$ cat src/rtl/stream_rr_arb_if.sv
// Handshake bundle between the round-robin arbiter, its requesters and the FIFO sink.
// The master modport is the arbiter's view; the slave modport is the environment's.
interface stream_rr_arb_if #(
    parameter int p_st_bits      = 32,
    parameter int p_num_req      = 4,
    parameter int p_num_req_log2 = 2
);
    logic [p_num_req*p_st_bits-1:0] i_snk_data;
    logic [p_num_req-1:0]           i_snk_valid;
    logic [p_num_req-1:0]           o_snk_ready;
    logic [p_st_bits-1:0]           o_src_data;
    logic                           o_src_valid;
    logic                           i_src_ready;
    logic [p_num_req_log2-1:0]      o_grant_id;
    logic                           o_busy;

    modport master (
        input  i_snk_data,
        input  i_snk_valid,
        input  i_src_ready,
        output o_snk_ready,
        output o_src_data,
        output o_src_valid,
        output o_grant_id,
        output o_busy
    );

    modport slave (
        output i_snk_data,
        output i_snk_valid,
        output i_src_ready,
        input  o_snk_ready,
        input  o_src_data,
        input  o_src_valid,
        input  o_grant_id,
        input  o_busy
    );
endinterface

$ cat src/rtl/stream_rr_arb.sv
// Round-robin arbiter: one requester at a time owns the FIFO sink for a burst of
// up to p_max_burst beats. Arbitration happens in IDLE (one bubble per grant);
// the datapath in BURST is a pure combinational passthrough of the granted slice.
module stream_rr_arb #(
    parameter int p_st_bits      = 32,
    parameter int p_num_req      = 4,
    parameter int p_num_req_log2 = 2,
    parameter int p_max_burst    = 4,
    parameter int p_burst_log2   = 3
) (
    input  logic               clk,
    input  logic               rst,
    stream_rr_arb_if.master    bus
);

    typedef enum logic {
        S_IDLE  = 1'b0,
        S_BURST = 1'b1
    } state_t;

    localparam logic [p_burst_log2-1:0]   LAST_BEAT = p_burst_log2'(p_max_burst - 1);
    localparam logic [p_num_req_log2-1:0] LAST_ID   = p_num_req_log2'(p_num_req - 1);

    state_t                    state_q, state_d;
    logic [p_num_req_log2-1:0] grant_q, grant_d;
    logic [p_burst_log2-1:0]   cnt_q,   cnt_d;
    logic [p_num_req_log2-1:0] last_q,  last_d;

    logic [p_num_req_log2:0]   pick;
    logic                      grant_valid;

    // Rotating priority search: first valid requester after the last one served.
    // Result is {found, id}.
    function automatic logic [p_num_req_log2:0] rr_pick(
        input logic [p_num_req-1:0]      req,
        input logic [p_num_req_log2-1:0] last
    );
        logic                      found;
        logic [p_num_req_log2-1:0] id;
        int                        idx;
        found = 1'b0;
        id    = '0;
        for (int i = 1; i <= p_num_req; i++) begin
            idx = int'(last) + i;
            if (idx >= p_num_req) begin
                idx = idx - p_num_req;
            end
            if (!found && req[idx]) begin
                found = 1'b1;
                id    = p_num_req_log2'(idx);
            end
        end
        return {found, id};
    endfunction

    assign pick        = rr_pick(bus.i_snk_valid, last_q);
    assign grant_valid = bus.i_snk_valid[grant_q];

    // Control state; reset restarts priority at requester 0 and drops any in-flight beat.
    always_ff @(posedge clk or posedge rst) begin
        if (rst) begin
            state_q <= S_IDLE;
            grant_q <= '0;
            cnt_q   <= '0;
            last_q  <= LAST_ID;
        end else begin
            state_q <= state_d;
            grant_q <= grant_d;
            cnt_q   <= cnt_d;
            last_q  <= last_d;
        end
    end

    // Next-state and outputs: arbitrate in IDLE, pass the granted stream through in BURST.
    always_comb begin
        state_d         = state_q;
        grant_d         = grant_q;
        cnt_d           = cnt_q;
        last_d          = last_q;
        bus.o_src_valid = 1'b0;
        bus.o_src_data  = '0;
        bus.o_snk_ready = '0;
        bus.o_busy      = 1'b0;

        case (state_q)
            S_IDLE: begin
                if (pick[p_num_req_log2]) begin
                    grant_d = pick[p_num_req_log2-1:0];
                    cnt_d   = '0;
                    state_d = S_BURST;
                end
            end
            S_BURST: begin
                bus.o_busy               = 1'b1;
                bus.o_src_valid          = grant_valid;
                bus.o_src_data           = bus.i_snk_data[int'(grant_q)*p_st_bits +: p_st_bits];
                bus.o_snk_ready[grant_q] = bus.i_src_ready;
                if (!grant_valid) begin
                    // Requester went quiet: give the port up without a transfer.
                    state_d = S_IDLE;
                    last_d  = grant_q;
                end else if (bus.i_src_ready) begin
                    cnt_d = cnt_q + 1'b1;
                    if (cnt_q == LAST_BEAT) begin
                        state_d = S_IDLE;
                        last_d  = grant_q;
                    end
                end
            end
            default: begin
                state_d = S_IDLE;
            end
        endcase
    end

    assign bus.o_grant_id = grant_q;

endmodule

$ cat src/flat_wrapper.sv
// flat-port wrapper written by rule: the top's interface ports become plain ports
module stream_rr_arb_flat 
#(
    parameter int p_st_bits      = 32,
    parameter int p_num_req      = 4,
    parameter int p_num_req_log2 = 2,
    parameter int p_max_burst    = 4,
    parameter int p_burst_log2   = 3
)
  (clk, rst, bus_i_snk_data, bus_i_snk_valid, bus_i_src_ready, bus_o_snk_ready, bus_o_src_data, bus_o_src_valid, bus_o_grant_id, bus_o_busy);
  stream_rr_arb_if #(.p_st_bits(p_st_bits), .p_num_req(p_num_req), .p_num_req_log2(p_num_req_log2)) bus_i ();
  input  logic clk;
  input  logic rst;
  input wire logic [$bits(bus_i.i_snk_data)-1:0] bus_i_snk_data;
  input wire logic [$bits(bus_i.i_snk_valid)-1:0] bus_i_snk_valid;
  input wire logic [$bits(bus_i.i_src_ready)-1:0] bus_i_src_ready;
  output wire logic [$bits(bus_i.o_snk_ready)-1:0] bus_o_snk_ready;
  output wire logic [$bits(bus_i.o_src_data)-1:0] bus_o_src_data;
  output wire logic [$bits(bus_i.o_src_valid)-1:0] bus_o_src_valid;
  output wire logic [$bits(bus_i.o_grant_id)-1:0] bus_o_grant_id;
  output wire logic [$bits(bus_i.o_busy)-1:0] bus_o_busy;
  assign bus_i.i_snk_data = bus_i_snk_data;
  assign bus_i.i_snk_valid = bus_i_snk_valid;
  assign bus_i.i_src_ready = bus_i_src_ready;
  assign bus_o_snk_ready = bus_i.o_snk_ready;
  assign bus_o_src_data = bus_i.o_src_data;
  assign bus_o_src_valid = bus_i.o_src_valid;
  assign bus_o_grant_id = bus_i.o_grant_id;
  assign bus_o_busy = bus_i.o_busy;
  stream_rr_arb #(.p_st_bits(p_st_bits), .p_num_req(p_num_req), .p_num_req_log2(p_num_req_log2), .p_max_burst(p_max_burst), .p_burst_log2(p_burst_log2)) u_core (.clk(clk), .rst(rst), .bus(bus_i));
endmodule
$ cat config.mk
export PLATFORM = sky130hd
export DESIGN_NAME = stream_rr_arb_flat
export DESIGN_NICKNAME = d
export VERILOG_FILES = /design/src/rtl/stream_rr_arb_if.sv /design/src/rtl/stream_rr_arb.sv /design/src/flat_wrapper.sv
export SDC_FILE = /design/constraint.sdc
export NUM_CORES = 1
export LEC_CHECK = 0
export CORE_AREA = 2 2 67 69
export DETAILED_ROUTE_END_ITERATION = 8
export DIE_AREA = 0 0 69 71
export DONT_BUFFER_PORTS = 1
export GPL_ROUTABILITY_DRIVEN = 1
export REMOVE_ABC_BUFFERS = 1
export SETUP_SLACK_MARGIN = 0.5
export SYNTH_ARGS = -nofsm -noshare
export SYNTH_HDL_FRONTEND = slang
export SYNTH_SLANG_ARGS = --single-unit
$ cat constraint.sdc
create_clock -name clk -period 1.85 [get_ports clk]
set_input_delay 0.0925 -clock clk [delete_from_list [all_inputs] [get_ports clk]]
set_output_delay 0.0925 -clock clk [all_outputs]
set_load 0.05 [all_outputs]
* Word level (Yosys, flattened, before mapping) *
Cells that the tools add are included.
W data, S select, Z words.

storage, ports and cells
  input bits = 135
  flip-flop bits (word level) = 8

cells by class
  add/sub/neg operators = 9
  eq/ne operators = 6
  bitwise logic cells = 2
  muxes and demuxes = 44
  order comparisons = 10
  reductions and logical operators = 10
  shifts and indexed selects = 1

operators by type and width
  operator                 number
  $mux W32                 5
  $ge A32 B4 Y1 const B    4
  $lt A32 B4 Y1 const B    4
  $shiftx A128 B8 Y32      1
  $sub A32 B4 Y32 const B  4
  $mux W1                  20
  $mux W2                  7
  $bmux W1 S2              5
  $mux W3                  3
  $ne A2 B2 Y1 const B     4
  $add A2 B2 Y3 const B    2
  $pmux W3 S2              1
  $reduce_and A3 Y1        2
  $add A2 B3 Y4 const B    1
  $and A4 B4 Y4            1
  $logic_and A1 B1 Y1      4
  $mux W4                  1
  $add A2 B1 Y3 const B    1
  $add A3 B1 Y3 const B    1
  $eq A3 B2 Y1 const B     1
  $logic_not A1 Y1         3
  $lt A2 B3 Y1 const B     1
  $demux W1 S2             1
  $ge A2 B1 Y1 const B     1
  other kinds (4)          4

* Logic depth before layout (Yosys ltp) *
Gate-level depths: netlist (run 1).

  word-level depth = 18
  gate-level depth with buffers = 5

* Worst setup path before layout (run 1) *
No wires, ideal clock.

  path kind = reg2out
  start point = register u_core.grant_q[0] (netlist: u_core.bus.o_grant_id[0])
  end point = output bus_o_snk_ready[1]
  data arrival time = 2169 ps
  cell stages (with the launch flop) = 5
  setup slack = -412 ps
  cells stage by stage = dfrtp_1 buf_6 buf_6 inv_1 nor3_1

between the ends
  longest elaborated chain between the ends = 6
  elaborated cells between the ends (all ways) = 7
  classes of those cells = order compare (2); mux (3); bitwise (1); reduce/logical (1)

ends and longest elaborated chain
  what                                                                RTL line             source
  start: declaration                                                  stream_rr_arb.sv:25  logic [p_num_req_log2-1:0] grant_q, grant_d;
  start signal: assignment                                            stream_rr_arb.sv:68  grant_q <= grant_d;
  $lt A2 B3 Y1 (not written as such) or $ge A2 B1 Y1 (tied branches)  stream_rr_arb.sv:97  bus.o_snk_ready[grant_q] = bus.i_src_ready;
  $logic_and A1 B1 Y1 (not written as such)                           stream_rr_arb.sv:97
  $mux W1 (not written as such)                                       stream_rr_arb.sv:97
  $demux W1 S2 *                                                      n/a
  $and A4 B4 Y4 (no line) *                                           n/a
  $mux W4 *                                                           stream_rr_arb.sv:85  case (state_q)
  end: declaration                                                    flat_wrapper.sv:17   output wire logic [$bits(bus_i.o_snk_ready)-1:0] bus_o_snk_ready;

Mark *: on every way between the ends. The rest lies on a longest branch, timed or not.

* Final worst setup path (run 1) *
  start point = register u_core.grant_q[0] (netlist: u_core.bus.o_grant_id[0])
  end point = output bus_o_src_data[9]

between the ends
  longest elaborated chain between the ends = 2

ends and longest elaborated chain
  what                 RTL line             source
  $shiftx A128 B8 Y32  stream_rr_arb.sv:96  bus.o_src_data = bus.i_snk_data[int'(grant_q)*p_st_bits +: p_st_bits];
  $mux W32             stream_rr_arb.sv:85
  end: declaration     flat_wrapper.sv:18   output wire logic [$bits(bus_i.o_src_data)-1:0] bus_o_src_data;

No other way between the ends.

==> flow_summary.yaml, run 1 <==
outcome:
  run_status: "finished, final reports clean"
sta:
  max_slew.worst_pin.slew_ns: 0.603
  setup_ws_ns: 0.0375
  slew_viol_final: 0
  tns_ns: 0
  rsz0062_at_grt: "true"
  skew_ns: 0.000323
  period_share_pct: 98.0
  relSlewSlack_pct: 59.5
  fmax_mhz: 552
  setup_viol: 0
  min_period_ns: 1.81
  hold_viol: 0
pwr:
  power.share.switching_pct: 50.5
  powerDensity_nw_per_um2: 2650
  power.switching_uw: 3180
  clockPowerShare_pct: 3.5
  power_frac_comb_pct: 89.9
  seq_power_share_pct: 6.5
  p_int_uw: 3120
  ir_worst_vdd_uv: 1060
  p_leak_uw: 0.000932
yosys:
  synth_cells: 131
  ys_ff_latch: 8
  synth_seq_area_share_pct: 13.3
  synth-edff-count: 0
  synth_ff_type: "dfrtp_1"
  synth.yosys.warnings: 0
  synth_area_sq_um: 1520
  avgSynthCellArea_sq_um: 11.6
  yosysUniqueCellTypes: 30
  synthArstFlopShare_pct: 100
worst_setup_path:
  cp.arrival_ns: 1.72
  required_ns: 1.76
  cpPeakStageDelay_ns: 0.54
  crit_top_cell: "buf_12"
  critical_path.top_delay_family: "multiplexers"
  endpoint_kind: "primary output"
  worst-r2r-setup-slack_ns: 0.18
  crit_chain: "buf_12 > mux4_2 > and2_4 > buf_12"
  crit_slowest_cell: "mux4_2"
  worstPathMaxFanout: 11
  cp-start-kind: "flop"
  crit_buf_inv: 2
  worstSetupPathType: "flop to primary output"
clock_tree:
  h-tree-depth: 1
  cts_buffers: 3
  numClockSinks: 8
  clk_path_buf_depth: 2
  clk_latency_ns: 0.24
  cts_root_buffer: "clkbuf_8"
  cts_tree: "built"
  clkSlewWorstSetupHoldPaths_ns: 0.04
global_route:
  grt_start_max_net_pins: 23
  grt_antenna_before_repair: 1
  track_usage_pct: 23.7
  grt_pass1_wl_microns: 8780
  grt_pass1_vias: 1512
  grt-ovfl-total: 0
floorplanning:
  pin_count: 175
  die_height_microns: 71
  start_util_pct: 36.2
  die_x_microns: 69
  core_area_sq_um: 4200
  rows: 24
  dieArea_sq_um: 4900
job:
  maxCapViolCount: 0
place:
  place_worst_setup_slack_ns: 0.203
  hpwl_microns: 5050
  portBuffers: 0
  routabilityCongestion: 0.971
route:
  vias: 1368
  drtIter0Drc: 41
  wirelength_microns: 6110
  drc: 0
  drtPass1Iterations: 4
  viasPerCell: 6.30
  wl_per_cell_microns: 28.2
  ant_nets: 0
layout:
  fill_cells: 342
  drive_above_1_share_pct: 70.3
  layout.nets: 304
  multi_input_area_sq_um: 1350
  syn2layout_area_growth_pct: 56.1
  n_antenna_cell: 0
  register_area_sq_um: 205
min_path:
  hp-class: "input port to flop"
## kinds of logic (layout without fill, tap and decap cells)
family | Yosys count | in the layout | synth area share (%)
DFF | 8 | 8 | 13.3
adders and majority gates | 2 | 2 | 1.65
buffers and inverters | 17 | 51 | 6.50
AOI/OAI and AO/OA | 12 | 12 | 5.76
muxes | 37 | 37 | 51.7
and+or+nand+nor | 55 | 55 | 21.1
## per-stage QoR
stage	utilization [%]	instance area [sq um]	total power [uW]	hold slack, ns	instances
2_1_floorplan	-	1440	3590	-0.0933	119
3_3_place_gp	48.5	2040	5220	-0.0547	205
3_5_place_dp	48.5	2040	5310	-0.0415	205
4_1_cts	52.1	2190	5920	0.0438	210
5_1_grt	56.5	2370	6540	0.0513	217
6_report	56.5	2370	6290	0.0408	217
## what timing repair did
action                                 4_1_cts  5_1_grt
endpoints found under the hold margin        8        0
hold buffers                                 1        0
setup buffers                                1        5
resized for setup                           44       20
cloned                                       0        2
setup endpoints to repair                   44       43
pin swaps                                    0        4
## per-layer routing
layer | up-vias | wire [microns] | GRT usage (%)
li1 | 578 | - | -
met1 | 669 | 2000 | 25.2
met5 | - | 11 | 0
met2 | 96 | 3060 | 38.1
met3 | 23 | 831 | 14.7
met4 | 2 | 206 | 9.59
## cell type report
type,instances,share of cell area [%]
multi-input cells,106,56.7
repair buffers,43,29.4
flip-flops and latches,8,8.65
well taps,52,2.74
clock buffers,3,1.74
inverters,5,0.791
## cell usage in the layout, fill, tap and decap left out, types with 2 or more instances in the layout
cell,Yosys,routed
mux4_2,33,33
buf_12,0,25
and2_4,0,23
and2_1,33,10
buf_6,4,7
buf_4,0,7
nor2_1,7,5
inv_1,5,5
dfrtp_1,6,4
o21ai_0,3,3
nand2_1,3,3
clkbuf_8,0,3
mux2i_1,2,2
nor2b_1,2,2
nand2b_1,2,2
a21oi_4,0,2
nand3_1,3,2
nor2_2,0,2
ha_1,2,2
buf_8,0,2
dfrtp_2,0,2
dfstp_2,2,2
## power groups by stage
stage / logic, uW / clock network, uW / registers, uW
CTS: 5300 / 223 / 392
detailed placement: 4920 / 0 / 384
global route: 5880 / 234 / 427
global placement: 4840 / 0 / 376
floorplan: 2830 / 0 / 754
finish: 5660 / 222 / 411
## cells in the mapped netlist, types with 2 or more instances
master | number | area share (%)
mux4_2 | 33 | 49
nor3_1 | 2 | 0.66
o21ai_0 | 3 | 0.99
nor2_1 | 7 | 1.7
and2_1 | 33 | 14
buf_6 | 4 | 3.0
mux2i_1 | 2 | 1.3
buf_2 | 4 | 1.3
nor2b_1 | 2 | 0.82
mux2_1 | 2 | 1.5
nand2b_1 | 2 | 0.82
dfstp_2 | 2 | 3.5
clkbuf_1 | 4 | 0.99
nand3_1 | 3 | 0.99
nand2_1 | 3 | 0.74
dfrtp_1 | 6 | 9.9
ha_1 | 2 | 1.6
inv_1 | 5 | 1.2
## path summary, 6_finish.rpt
path | from | to | depth (start not counted)
max | u_core.bus.o_grant_id[0] | bus_o_src_data[9] | 4
min reg2reg | u_core.cnt_q[0] | u_core.cnt_q[0] | 1
min | bus_i_src_ready | u_core.cnt_q[1] | 2
max reg2reg | u_core.bus.o_grant_id[1] | u_core.last_q[0] | 4
min in group asynchronous | rst | u_core.cnt_q[0] | 2
max in group asynchronous | rst | u_core.last_q[1] | 2
## flip-flops by register name, summed over array words and instances, names as in the netlist
register	count
u_core.bus.o_grant_id	2
u_core.cnt_q	3
u_core.last_q	2
u_core.state_q	1
## worst reg2reg max path, cell delays in order (launching register included)
cell and delay, ns:
dfrtp_2 0.38, buf_6 0.10, mux4_2 0.59, a21oi_4 0.19, mux2_1 0.33
Note: power is estimated with default switching activity, not from simulation.
==> inputs of run 2 (changes only) <==
==> constraint.sdc (replaced) <==
create_clock -name clk -period 1.85 [get_ports clk]
set_input_delay 0.37 -clock clk [delete_from_list [all_inputs] [get_ports clk]]
set_output_delay 0.37 -clock clk [all_outputs]
set_load 0.05 [all_outputs]
==> flow_summary.yaml, run 2 (synthesized netlist as in run 1, its figures left out) <==
outcome:
  run_status: "finished, violations left"
  violations: "negative setup slack"
route:
  vias: 1443
  wl_per_cell_microns: 29.7
  drc: 0
  ant_nets: 0
  drtIter0Drc: 97
  wirelength_microns: 6620
  viasPerCell: 6.47
  drtPass1Iterations: 4
global_route:
  track_usage_pct: 25.8
  grt_pass1_wl_microns: 9520
  grt_antenna_before_repair: 4
  grt_start_max_net_pins: 25
  grt_pass1_vias: 1591
  grt-ovfl-total: 0
clock_tree:
  clk_path_buf_depth: 2
  cts_tree: "built"
  clkSlewWorstSetupHoldPaths_ns: 0.04
  numClockSinks: 8
  h-tree-depth: 1
  cts_root_buffer: "clkbuf_8"
  clk_latency_ns: 0.24
  cts_buffers: 3
place:
  dp_cells: 206
  hpwl_microns: 5280
  place_worst_setup_slack_ns: -0.0464
  portBuffers: 0
  routabilityCongestion: 0.974
  place_area_sq_um: 2060
worst_setup_path:
  crit_chain: "buf_12 > buf_12 > mux4_2 > and2_4 > buf_12"
  crit_slowest_cell: "mux4_2"
  endpoint_kind: "primary output"
  cp-start-kind: "flop"
  worstSetupPathType: "flop to primary output"
  required_ns: 1.48
  worstPathMaxFanout: 6
  crit_top_cell: "buf_12"
  cpPeakStageDelay_ns: 0.50
  cp.arrival_ns: 1.73
floorplanning:
  core_area_sq_um: 4200
  rows: 24
  dieArea_sq_um: 4900
  die_height_microns: 71
  start_util_pct: 36.2
  pin_count: 175
  die_x_microns: 69
sta:
  relSlewSlack_pct: 60.4
  whs_ns: 0.319
  slew_viol_final: 0
  period_share_pct: 113
  rsz0062_at_grt: "true"
  setup_ws_ns: -0.249
  fmax_mhz: 476
  skew_ns: 0.00326
  setup_viol: 36
  hold_viol: 0
  max_slew.worst_pin.slew_ns: 0.589
  min_period_ns: 2.10
layout:
  layout.nets: 307
  design_area_sq_um: 2550
  drive_above_1_share_pct: 78.1
  syn2layout_area_growth_pct: 68.0
  largest_register_ffs: 3
  fill_cells: 332
  finalNonFillerCells: 223
  top_register: "u_core.cnt_q"
  mostFrequentLayoutCells: "33 x mux4_2, 33 x and2_4, 28 x buf_12"
pwr:
  powerDensity_nw_per_um2: 2680
  power_uw: 6840
  ir_worst_vdd_uv: 1220
  p_leak_uw: 0.00101
min_path:
  hp-class: "input port to flop"
job:
  maxCapViolCount: 0
[run 2: power by group]
group	switching [uW]	internal [uW]	total (uW)	leakage, uW
Sequential	136	282	418	0.0000925
Clock	79.7	150	230	0.0000228
Combinational	3100	3100	6200	0.000899
Total	3320	3530	6840	0.00101
[run 2: stage by stage]
step	utilization [%]	setup TNS, ns
CTS	59.4	-6.85
global placement	49.0	0
finish	60.7	-6.73
detailed placement	49.0	-0.250
floorplan	-	-53.09
global route	60.7	-8.56
[run 2: cell type report]
cell class,count,area [sq um],area share [%]
Sequential cell,8,206,8.08
Tap cell,52,65.1,2.55
Multi-Input combinational cell,106,1380,53.9
Timing Repair Buffer,46,830,32.5
Clock buffer,4,45.0,1.76
Inverter,5,26.3,1.03
Antenna cell,2,5.00,0.196
[run 2: metal layers]
| metal | global-route usage [%] | wire length, microns |
|---|---|---|
| met1 | 28.0 | 2180 |
| met3 | 14.1 | 835 |
| met4 | 9.59 | 234 |
| met5 | 0 | 27 |
| met2 | 42.6 | 3350 |
[run 2: worst max-delay path: cells and delay by family, from the launching register on]
family	cells	cell delay, ns
flops	1	0.40
simple gates	1	0.19
mux	1	0.50
buf+inv	3	0.41
[run 2: timing repair]
item,4_1_cts,5_1_grt
cloned,4,1
resized for setup,83,7
hold endpoints to repair,6,0
hold buffers,1,0
endpoints found under the setup margin,44,46
pin swaps,3,7
setup buffers,5,0
[run 2: path summary, 6_finish.rpt]
path | from | endpoint | slack [ns] | cells past startpoint
worst min-delay path | bus_i_src_ready | u_core.cnt_q[1] | 0.32 | 2
worst min register to register | u_core.cnt_q[0] | u_core.cnt_q[0] | 0.49 | 1
max in group asynchronous | rst | u_core.last_q[1] | 1.03 | 2
min in group asynchronous | rst | u_core.cnt_q[0] | 0.53 | 2
worst max-delay path | u_core.bus.o_grant_id[0] | bus_o_src_data[8] | -0.25 | 5
worst max register to register | u_core.bus.o_grant_id[0] | u_core.last_q[1] | -0.09 | 7
